===== src/rtl/core8_oci_trace_buffer.sv =====
// -----------------------------------------------------------------------------
// core8_oci_trace_buffer
//
// Capture buffer for the Nios II OCI data/control trace (DCT) stream. Each
// accepted trace word {dct_count, dct_buffer} is stored in a circular buffer
// and drained through a show-ahead valid/ready read port. An end-of-test
// request stops capture. The remaining entries then drain, and the block
// reports test_has_ended once the buffer is empty.
//
// Parameters:
//   DATA_W    width of dct_buffer
//   CNT_W     width of dct_count
//   DEPTH     number of entries (power of two, >= 2)
//   WRAP_MODE 0 = drop new words when full, 1 = overwrite the oldest entry
//
// Ports:
//   clk            in   system clock, rising edge
//   reset          in   asynchronous active-high reset
//   dct_buffer     in   trace payload
//   dct_count      in   number of valid slots in dct_buffer
//   dct_valid      in   capture strobe, one word per cycle
//   test_ending    in   end-of-test request (level or pulse)
//   rd_ready       in   consumer accepts the head entry
//   rd_valid       out  buffer non-empty (registered)
//   rd_data        out  head entry {[ts], dct_count, dct_buffer}
//   fill_level     out  number of stored entries (registered)
//   overflow       out  sticky: a word was dropped or overwritten
//   test_has_ended out  drain complete (registered)
//
// Build option:
//   CORE8_OCI_TRACE_TIMESTAMP_EN  when defined, a free-running 16-bit cycle
//   counter is sampled on each push and stored in the top 16 bits of the
//   entry, widening rd_data by 16 bits.
// -----------------------------------------------------------------------------
module core8_oci_trace_buffer #(
  parameter int DATA_W    = 30,
  parameter int CNT_W     = 4,
  parameter int DEPTH     = 16,
  parameter int WRAP_MODE = 0,
`ifdef CORE8_OCI_TRACE_TIMESTAMP_EN
  localparam int TS_W     = 16
`else
  localparam int TS_W     = 0
`endif
) (
  input  logic                          clk,
  input  logic                          reset,
  input  logic [DATA_W-1:0]             dct_buffer,
  input  logic [CNT_W-1:0]              dct_count,
  input  logic                          dct_valid,
  input  logic                          test_ending,
  input  logic                          rd_ready,
  output logic                          rd_valid,
  output logic [TS_W+CNT_W+DATA_W-1:0]  rd_data,
  output logic [$clog2(DEPTH):0]        fill_level,
  output logic                          overflow,
  output logic                          test_has_ended
);

  localparam int AW = $clog2(DEPTH);
  localparam int PW = AW + 1;
  localparam int EW = TS_W + CNT_W + DATA_W;

  typedef enum logic [1:0] {
    ST_CAPTURE = 2'd0,
    ST_DRAIN   = 2'd1,
    ST_ENDED   = 2'd2
  } state_t;

  state_t          r_state;
  state_t          w_state_nxt;

  logic [PW-1:0]   r_wr_ptr;
  logic [PW-1:0]   r_rd_ptr;
  logic [PW-1:0]   r_fill;
  logic            r_rd_valid;
  logic            r_overflow;
  logic            r_ended;
  logic [EW-1:0]   r_mem [DEPTH];

  logic [PW-1:0]   w_wr_ptr_nxt;
  logic [PW-1:0]   w_rd_ptr_nxt;
  logic [PW-1:0]   w_fill_nxt;
  logic            w_push_req;
  logic            w_pop;
  logic            w_full;
  logic            w_wr_en;
  logic            w_ovf_evt;
  logic [EW-1:0]   w_wr_entry;

  // Only CAPTURE accepts new words; pops follow the registered rd_valid, so
  // an empty buffer never pops even if a push lands in the same cycle.
  assign w_push_req = dct_valid && (r_state == ST_CAPTURE);
  assign w_pop      = r_rd_valid && rd_ready;
  assign w_full     = (r_fill == PW'(DEPTH));

`ifdef CORE8_OCI_TRACE_TIMESTAMP_EN
  logic [15:0] r_ts;

  // Free-running cycle counter sampled into each pushed entry.
  always_ff @(posedge clk or posedge reset) begin
    if (reset) begin
      r_ts <= 16'd0;
    end else begin
      r_ts <= r_ts + 16'd1;
    end
  end

  assign w_wr_entry = {r_ts, dct_count, dct_buffer};
`else
  assign w_wr_entry = {dct_count, dct_buffer};
`endif

  // Pointer update: push/pop arbitration including the full-buffer policy.
  always_comb begin
    w_wr_ptr_nxt = r_wr_ptr;
    w_rd_ptr_nxt = r_rd_ptr;
    w_wr_en      = 1'b0;
    w_ovf_evt    = 1'b0;

    if (w_pop) begin
      w_rd_ptr_nxt = r_rd_ptr + PW'(1);
    end else begin
      w_rd_ptr_nxt = r_rd_ptr;
    end

    if (w_push_req) begin
      if (!w_full || w_pop) begin
        // A simultaneous pop frees a slot, so a full buffer still takes the
        // word without loss.
        w_wr_en      = 1'b1;
        w_wr_ptr_nxt = r_wr_ptr + PW'(1);
      end else if (WRAP_MODE != 0) begin
        // Overwrite: the write slot aliases the oldest entry, which is
        // retired by advancing the read pointer alongside.
        w_wr_en      = 1'b1;
        w_wr_ptr_nxt = r_wr_ptr + PW'(1);
        w_rd_ptr_nxt = r_rd_ptr + PW'(1);
        w_ovf_evt    = 1'b1;
      end else begin
        w_ovf_evt    = 1'b1;
      end
    end else begin
      w_wr_en = 1'b0;
    end
  end

  assign w_fill_nxt = w_wr_ptr_nxt - w_rd_ptr_nxt;

  // Next-state logic for the capture / drain / ended sequence.
  always_comb begin
    w_state_nxt = r_state;
    case (r_state)
      ST_CAPTURE: begin
        if (test_ending) begin
          w_state_nxt = ST_DRAIN;
        end else begin
          w_state_nxt = ST_CAPTURE;
        end
      end
      ST_DRAIN: begin
        if (w_fill_nxt == PW'(0)) begin
          w_state_nxt = ST_ENDED;
        end else begin
          w_state_nxt = ST_DRAIN;
        end
      end
      ST_ENDED: begin
        w_state_nxt = ST_ENDED;
      end
      default: begin
        w_state_nxt = ST_CAPTURE;
      end
    endcase
  end

  // Control registers: pointers, FSM state and registered status outputs.
  always_ff @(posedge clk or posedge reset) begin
    if (reset) begin
      r_state    <= ST_CAPTURE;
      r_wr_ptr   <= '0;
      r_rd_ptr   <= '0;
      r_fill     <= '0;
      r_rd_valid <= 1'b0;
      r_overflow <= 1'b0;
      r_ended    <= 1'b0;
    end else begin
      r_state    <= w_state_nxt;
      r_wr_ptr   <= w_wr_ptr_nxt;
      r_rd_ptr   <= w_rd_ptr_nxt;
      r_fill     <= w_fill_nxt;
      r_rd_valid <= (w_fill_nxt != PW'(0));
      r_overflow <= r_overflow | w_ovf_evt;
      r_ended    <= (w_state_nxt == ST_ENDED);
    end
  end

  // Entry storage; contents need no reset since the pointers define validity.
  always_ff @(posedge clk) begin
    if (w_wr_en) begin
      r_mem[r_wr_ptr[AW-1:0]] <= w_wr_entry;
    end
  end

  assign rd_data        = r_mem[r_rd_ptr[AW-1:0]];
  assign rd_valid       = r_rd_valid;
  assign fill_level     = r_fill;
  assign overflow       = r_overflow;
  assign test_has_ended = r_ended;

endmodule


===== config.mk =====
export PLATFORM = sky130hd
export DESIGN_NAME = core8_oci_trace_buffer
export DESIGN_NICKNAME = d
export VERILOG_FILES = /design/src/rtl/core8_oci_trace_buffer.sv
export SDC_FILE = /design/constraint.sdc
export NUM_CORES = 1
export LEC_CHECK = 0
export ABC_AREA = 1
export ABC_CLOCK_PERIOD_IN_PS = 8300
export CORE_MARGIN = 4
export CORE_UTILIZATION = 55
export CTS_CLUSTER_SIZE = 10
export DETAILED_ROUTE_END_ITERATION = 10
export GPL_TIMING_DRIVEN = 0
export PLACE_DENSITY_LB_ADDON = 0.12
export SETUP_SLACK_MARGIN = 0.1
export SYNTH_ARGS = -nofsm -noshare
export SYNTH_HDL_FRONTEND = slang
export SYNTH_SLANG_ARGS = --single-unit

===== constraint.sdc =====
create_clock -name clk -period 8.3 [get_ports clk]
set_clock_uncertainty 0.15 [all_clocks]
set_input_delay 0.83 -clock clk [delete_from_list [all_inputs] [get_ports clk]]
set_output_delay 0.83 -clock clk [all_outputs]
set_load 0.02 [all_outputs]

==> summary.md, run 1 <==
| Metric | Value |
|---|---|
| WP data arrival | `3.60 ns` |
| VDD IR max | `0.2089 mV` |
| M2 GR Usage | `45.29%` |
| Postcts setup bufs | `0` |
| Run status | `completed` |
| Clock sink count | `564` |
| Reg2Reg Depth | `21` |
| Fillers | `2851` |
| Busiest grt layer | `met2` |
| Final Hold Vio Count | `0` |
| Register Area | `16840 µm²` |
| Seq/Total Area, Yosys | `76.10%` |
| YS warnings | `0` |
| Startpoint Class | `register` |
| H-tree Lvls | `3` |
| Area share of the largest cell type after synthesis | `73.84%` |
| Post-cts resize count | `0` |
| RR Startpoint | `r_rd_ptr[0]$_DFF_PP0_` |
| Die X | `208.6 µm` |
| Total number of vias | `14610` |
| Max Fclk | `218.5 MHz` |
| Gpl congestion | `0.8318` |
| N_diodes | `0` |
| Initial antenna violation count | `0` |
| Root buf cell | `clkbuf_16` |
| Most common cell after layout, fill and taps aside | `edfxtp_1` |
| Setup TNS | `0 ns` |
| RSZ-0062 raised after global routing | `no` |
| Mapped Cells | `1622` |
| Slew margin rel. | `34.53%` |
| Net Count, Synth | `1671` |
| Hold Path Stages | `1` |
| Drt first pass iters | `5` |
| Worst Hold End | `overflow$_DFF_PP0_` |
| Cts hold-fix bufs | `0` |
| R2R Path End | `r_state[0]$_DFF_PP0_` |
| Die ar. | `43500 µm²` |
| Pleak | `8.713 nW` |
| Core Util, Final | `65.18%` |
| Layout cell share with drive strength beyond 1 | `11.28%` |
| Layout area overhead | `17.06%` |
| Post-DP HPWL | `38710 µm` |
| Largest net degree at the start of global routing | `27` |
| CTS Buffer Depth | `3` |
| Worst Tran Pin Value | `0.9820 ns` |
| Met1 Use GR | `39.15%` |
| Fin crit share | `55.14%` |
| First-pass GRT wire length | `91270 µm` |
| R2r setup slk | `4.65 ns` |
| Final min period | `4.577 ns` |
| Power per cell area | `352.5 nW/µm²` |
| DR iter-0 viols | `1619` |
| Most frequent cells in the layout | `edfxtp_1, nand2_1, o21ai_0` |
| Global Route Usage Sum | `28.49%` |
| Top cells by area, synth | `edfxtp_1, nand2_1, o21ai_0` |
| CP max FO | `10` |
| Drt via density | `6.286` |
| Syn avg cell area | `13.64 µm²` |
| DRC viols | `0` |
| Synth Cell Area | `22120 µm²` |
| Min-Delay Path Class | `register to register` |
| Grt ovf | `0` |
| Die Y | `208.6 µm` |
| Max Cap Violations | `0` |
| Inserted Clock Buffers | `66` |
| Nets | `1836` |
| Finish-stage setup viols | `0` |
| CTS tree | `done` |
| Drt wl/cell | `27.12 µm` |
| Critical Path Start | `r_rd_ptr[2]$_DFF_PP0_` |
| CTS clk-pin slew, worst paths | `0.05 ns` |
| Number of global-route vias before repair | `14300` |
| Number of register bits inferred by synthesis | `564` |
| Area of the multi-input gates | `4757 µm²` |
| Post-Route WL | `63030 µm` |
| Req. time, crit path | `7.32 ns` |
| Initial Utilization | `55.68%` |
| I/O pin count | `81` |
| Critical path class | `register to output port` |
| Rows | `73` |
| Clock Latency Late Sink | `0.57 ns` |
| Crit path capture type | `output port` |
| Met3 global-route usage | `6.348%` |
| Port bufs | `80` |
| Max Transition Viols Final | `0` |
| Core area | `39730 µm²` |
| Detail Route Antenna Nets | `0` |
| Synth unique cells | `31` |
| Area leader, netlist | `edfxtp_1` |
| Min-delay src | `overflow$_DFF_PP0_` |
## worst max-delay path, cell delays in order, from the launching register on
cell and delay (ns):
dfrtp_1 0.38, buf_4 0.27, nand2_4 0.16, inv_1 0.40
clkbuf_1 0.78, nand3_1 0.17, nand4_1 0.16, nand2_1 0.12
clkdlybuf4s50_1 0.56
## routing by layer
metal / up-vias / share of wire (%) / wire, µm
met5: - / 0 / 0
met4: 0 / 3.4 / 2154
met3: 151 / 11 / 6795
met2: 896 / 47 / 29740
met1: 7214 / 39 / 24340
li1: 6347 / - / -
## how the worst max path moves through the flow
stage	to	slack, ns
after global placement	r_mem[0][8]$_DFFE_PP_	2.34
after detailed placement	r_state[0]$_DFF_PP0_	4.36
after global routing	rd_data[18]	3.62
final	rd_data[25]	3.72
after floorplan	r_mem[0][0]$_DFFE_PP_	4.90
after CTS	rd_data[25]	3.79
## Yosys cell counts (all sizes together)
master	n
buf	63
ha	9
xor2	3
o21bai	1
o21ai	182
a31oi	1
o221ai	25
fa	1
a221oi	43
dfrtp	20
nand3	63
edfxtp	544
nand4	28
clkbuf	38
nor2	159
inv	40
a21oi	86
nand2	271
nor3	2
o22ai	43
## registers in the layout, indices dropped and copies added, names as in the netlist
name,count
r_mem,544
fill_level,5
r_rd_ptr,5
r_wr_ptr,5
r_state,2
overflow,1
rd_valid,1
test_has_ended,1
## metrics by stage
step	instances	total power, mW	instance area (µm²)	hold WS [ns]	setup WS, ns
final	2324	9.128	25900	0.3264	3.723
after detailed placement	2244	6.565	24070	0.3216	4.364
after CTS	2324	9.111	25900	0.3333	3.793
after floorplan	1622	5.093	22120	0.3295	4.898
after global placement	2227	6.516	23580	0.3141	2.340
after global routing	2324	9.480	25900	0.3902	3.619
## logic make-up (layout without fill, tap and decap cells)
| family | Yosys count | after routing | share of synthesized area (%) |
|---|---|---|---|
| compound gates | 381 | 381 | 10.03 |
| xor+xnor | 3 | 3 | 0.1188 |
| fa+ha+maj | 10 | 10 | 0.5995 |
| buf+inv | 141 | 318 | 2.901 |
| flops | 564 | 564 | 76.10 |
| simple gates | 523 | 523 | 10.24 |
## power breakdown
group          switching [mW]  internal (mW)
combinational            2.36           1.04
sequential             0.0200           3.15
clock                    1.04           1.52
## area by class of cell
type,instances,share of cell area [%]
Timing Repair Buffer,97,4.551
Clock buffer,79,7.015
Buffer,101,1.899
Inverter,40,0.5798
Multi-Input combinational cell,917,18.37
Tap cell,525,2.537
Clock inverter,1,0.03382
Sequential cell,564,65.01
Note: power is estimated with default switching activity, not from simulation.
==> run 2: changes to the inputs <==
Settings changed: ABC_CLOCK_PERIOD_IN_PS 8300 to 4400.
Clock period 8.3 ns to 4.4 ns, I/O delays scaled along.
==> results of run 2 <==
Same layout as run 1 (identical final DEF). Status: completed.
Main changes from that run: setup slack after placement 4.364 ns -> 0.8352 ns; setup slack after layout 3.723 ns -> 0.2130 ns; hold slack 0.3264 ns -> 0.1533 ns; register-to-register setup slack 4.65 ns -> 0.75 ns; total power 9.128 mW -> 17.22 mW; worst IR drop on VDD 0.2089 mV -> 0.3942 mV
==> run 3: changes to the inputs <==
Settings changed: CELL_PAD_IN_SITES_DETAIL_PLACEMENT set to 1, CELL_PAD_IN_SITES_GLOBAL_PLACEMENT set to 1, CORE_UTILIZATION 55 to 51.
==> run 3 against run 2 <==
Count of clock-buffer cells in the layout increased by 4; cell count increased by 2.9%; combinational power increased by 3.9%; flip-flop and latch count unchanged; register-to-register slack got worse by 0.04 ns; core utilization decreased by 4.7 points; global-route usage increased by 3.0 points; worst setup slack got worse by 0.013 ns; clock power about the same; fmax decreased by 0.31%; worst hold slack improved by 0.025 ns; highest routed layer unchanged.
==> summary.md, run 3 (synthesized netlist as in run 1, its figures left out) <==
| Metric | Value |
|---|---|
| Critical path class | `register to output port` |
| Worst Tran Pin Value | `1.030 ns` |
| Number of global-route vias before repair | `16340` |
| Max FFs per register | `544` |
| Nets | `1838` |
| Cts hold-fix bufs | `0` |
| Rows | `76` |
| Min-Delay Path Class | `input pin to async pin` |
| Power per cell area | `673.4 nW/µm²` |
| Largest net degree at the start of global routing | `26` |
| CP max FO | `10` |
| WP data arrival | `3.61 ns` |
| VDD IR max | `0.4053 mV` |
| H-tree Lvls | `3` |
| CP cell instances | `buf_4 > clkbuf_2 > clkbuf_1 > o21ai_0 > o22ai_1 > o21ai_1 > nand2_1 > clkdlybuf4s50_1` |
| Inserted Clock Buffers | `67` |
| Worst path max stage delay | `0.65 ns` |
| Startpoint Class | `register` |
| Port bufs | `80` |
| Fin crit share | `95.46%` |
| Clock sink count | `564` |
| Most common cell after layout, fill and taps aside | `edfxtp_1` |
| Gpl congestion | `0.7991` |
| Layout Cells excl Fill | `2392` |
| Max Transition Viols Final | `0` |
| Root buf cell | `clkbuf_16` |
| Max Cap Violations | `0` |
| DR iter-0 viols | `1996` |
| CTS Buffer Depth | `3` |
| Inst Count DP | `2305` |
| Slew margin rel. | `31.31%` |
| Area of the multi-input gates | `4757 µm²` |
| Register Area | `16840 µm²` |
| Postcts setup bufs | `0` |
| Initial Utilization | `51.47%` |
| Die X | `216.3 µm` |
| Crit path capture type | `output port` |
| Core Util, Final | `60.49%` |
| Clock Latency Late Sink | `0.58 ns` |
| I/O pin count | `81` |
| Fillers | `4139` |
| Die Y | `216.3 µm` |
| Drt first pass iters | `6` |
| Total number of vias | `15260` |
| Final min period | `4.200 ns` |
| Detail Route Antenna Nets | `0` |
| Die ar. | `46770 µm²` |
| Global Route Usage Sum | `31.44%` |
| First-pass GRT wire length | `107400 µm` |
| Final Hold Vio Count | `0` |
| RSZ-0062 raised after global routing | `no` |
| DRC viols | `0` |
| Slowest cell on the critical path | `clkbuf_1` |
| Post-cts resize count | `1` |
| Req. time, crit path | `3.81 ns` |
| Max Fclk | `238.1 MHz` |
| Grt ovf | `0` |
| Drt via density | `6.379` |
| WHS | `0.1785 ns` |
| Post-Route WL | `73310 µm` |
| Initial antenna violation count | `0` |
| Drt wl/cell | `30.65 µm` |
| CTS tree | `done` |
| Most frequent cells in the layout | `edfxtp_1, nand2_1, o21ai_0` |
| Run status | `completed` |
| Layout cell share with drive strength beyond 1 | `11.35%` |
| Post-DP HPWL | `46070 µm` |
| Layout area overhead | `17.52%` |
| CTS clk-pin slew, worst paths | `0.05 ns` |
| Finish-stage setup viols | `0` |
| Pleak | `8.722 nW` |
| Core area | `42980 µm²` |
[run 3: final timing paths]
path	startpoint	end	slack (ns)	depth (start not counted)
worst max-delay path	r_rd_ptr[1]$_DFF_PP0_	rd_data[27]	0.20	8
worst min-delay path	reset	r_state[0]$_DFF_PP0_	0.18	2
worst max register to register	r_rd_ptr[0]$_DFF_PP0_	r_state[0]$_DFF_PP0_	0.71	21
worst min register to register	overflow$_DFF_PP0_	overflow$_DFF_PP0_	0.33	1
max in group asynchronous	reset	r_rd_ptr[4]$_DFF_PP0_	3.41	2
min in group clk	test_ending	r_state[0]$_DFF_PP0_	0.28	3
[run 3: area by class of cell]
type	instances	area share, %
Clock buffer	83	6.921
Multi-Input combinational cell	917	18.30
Buffer	101	1.896
Tap cell	585	2.815
Timing Repair Buffer	98	4.640
Inverter	40	0.5775
Sequential cell	564	64.76
Clock inverter	3	0.08182
Antenna cell	1	0.009626
[run 3: per-stage QoR]
stage               instance area (µm²)  setup WS (ns)  setup TNS, ns  power [mW]
global route                      25990         0.1514              0       18.20
floorplan                         22120          1.302              0       9.608
CTS                               25990         0.2723              0       17.48
finish                            26000         0.1999              0       17.51
detailed placement                24170         0.6753              0       12.63
global placement                  23660         -1.308        -567.76       12.39
[run 3: metal layers]
layer / wire [µm] / global-route usage, %
met5: 0 / 0
met4: 2807 / 12.31
met3: 6030 / 4.907
met2: 36330 / 53.06
met1: 28140 / 41.53
[run 3: power by group]
| group | internal (mW) | total [mW] | switching, mW |
|---|---|---|---|
| logic | 1.97 | 6.66 | 4.69 |
| registers | 5.94 | 5.98 | 0.0425 |
| clock network | 2.83 | 4.86 | 2.03 |
| total | 10.7 | 17.5 | 6.76 |
[run 3: critical path: cells and delay by family, from the launching register on]
kind,cells,cell delay [ns]
DFF,1,0.38
buffers and inverters,4,1.83
AOI/OAI and AO/OA,3,0.66
and+or+nand+nor,1,0.15
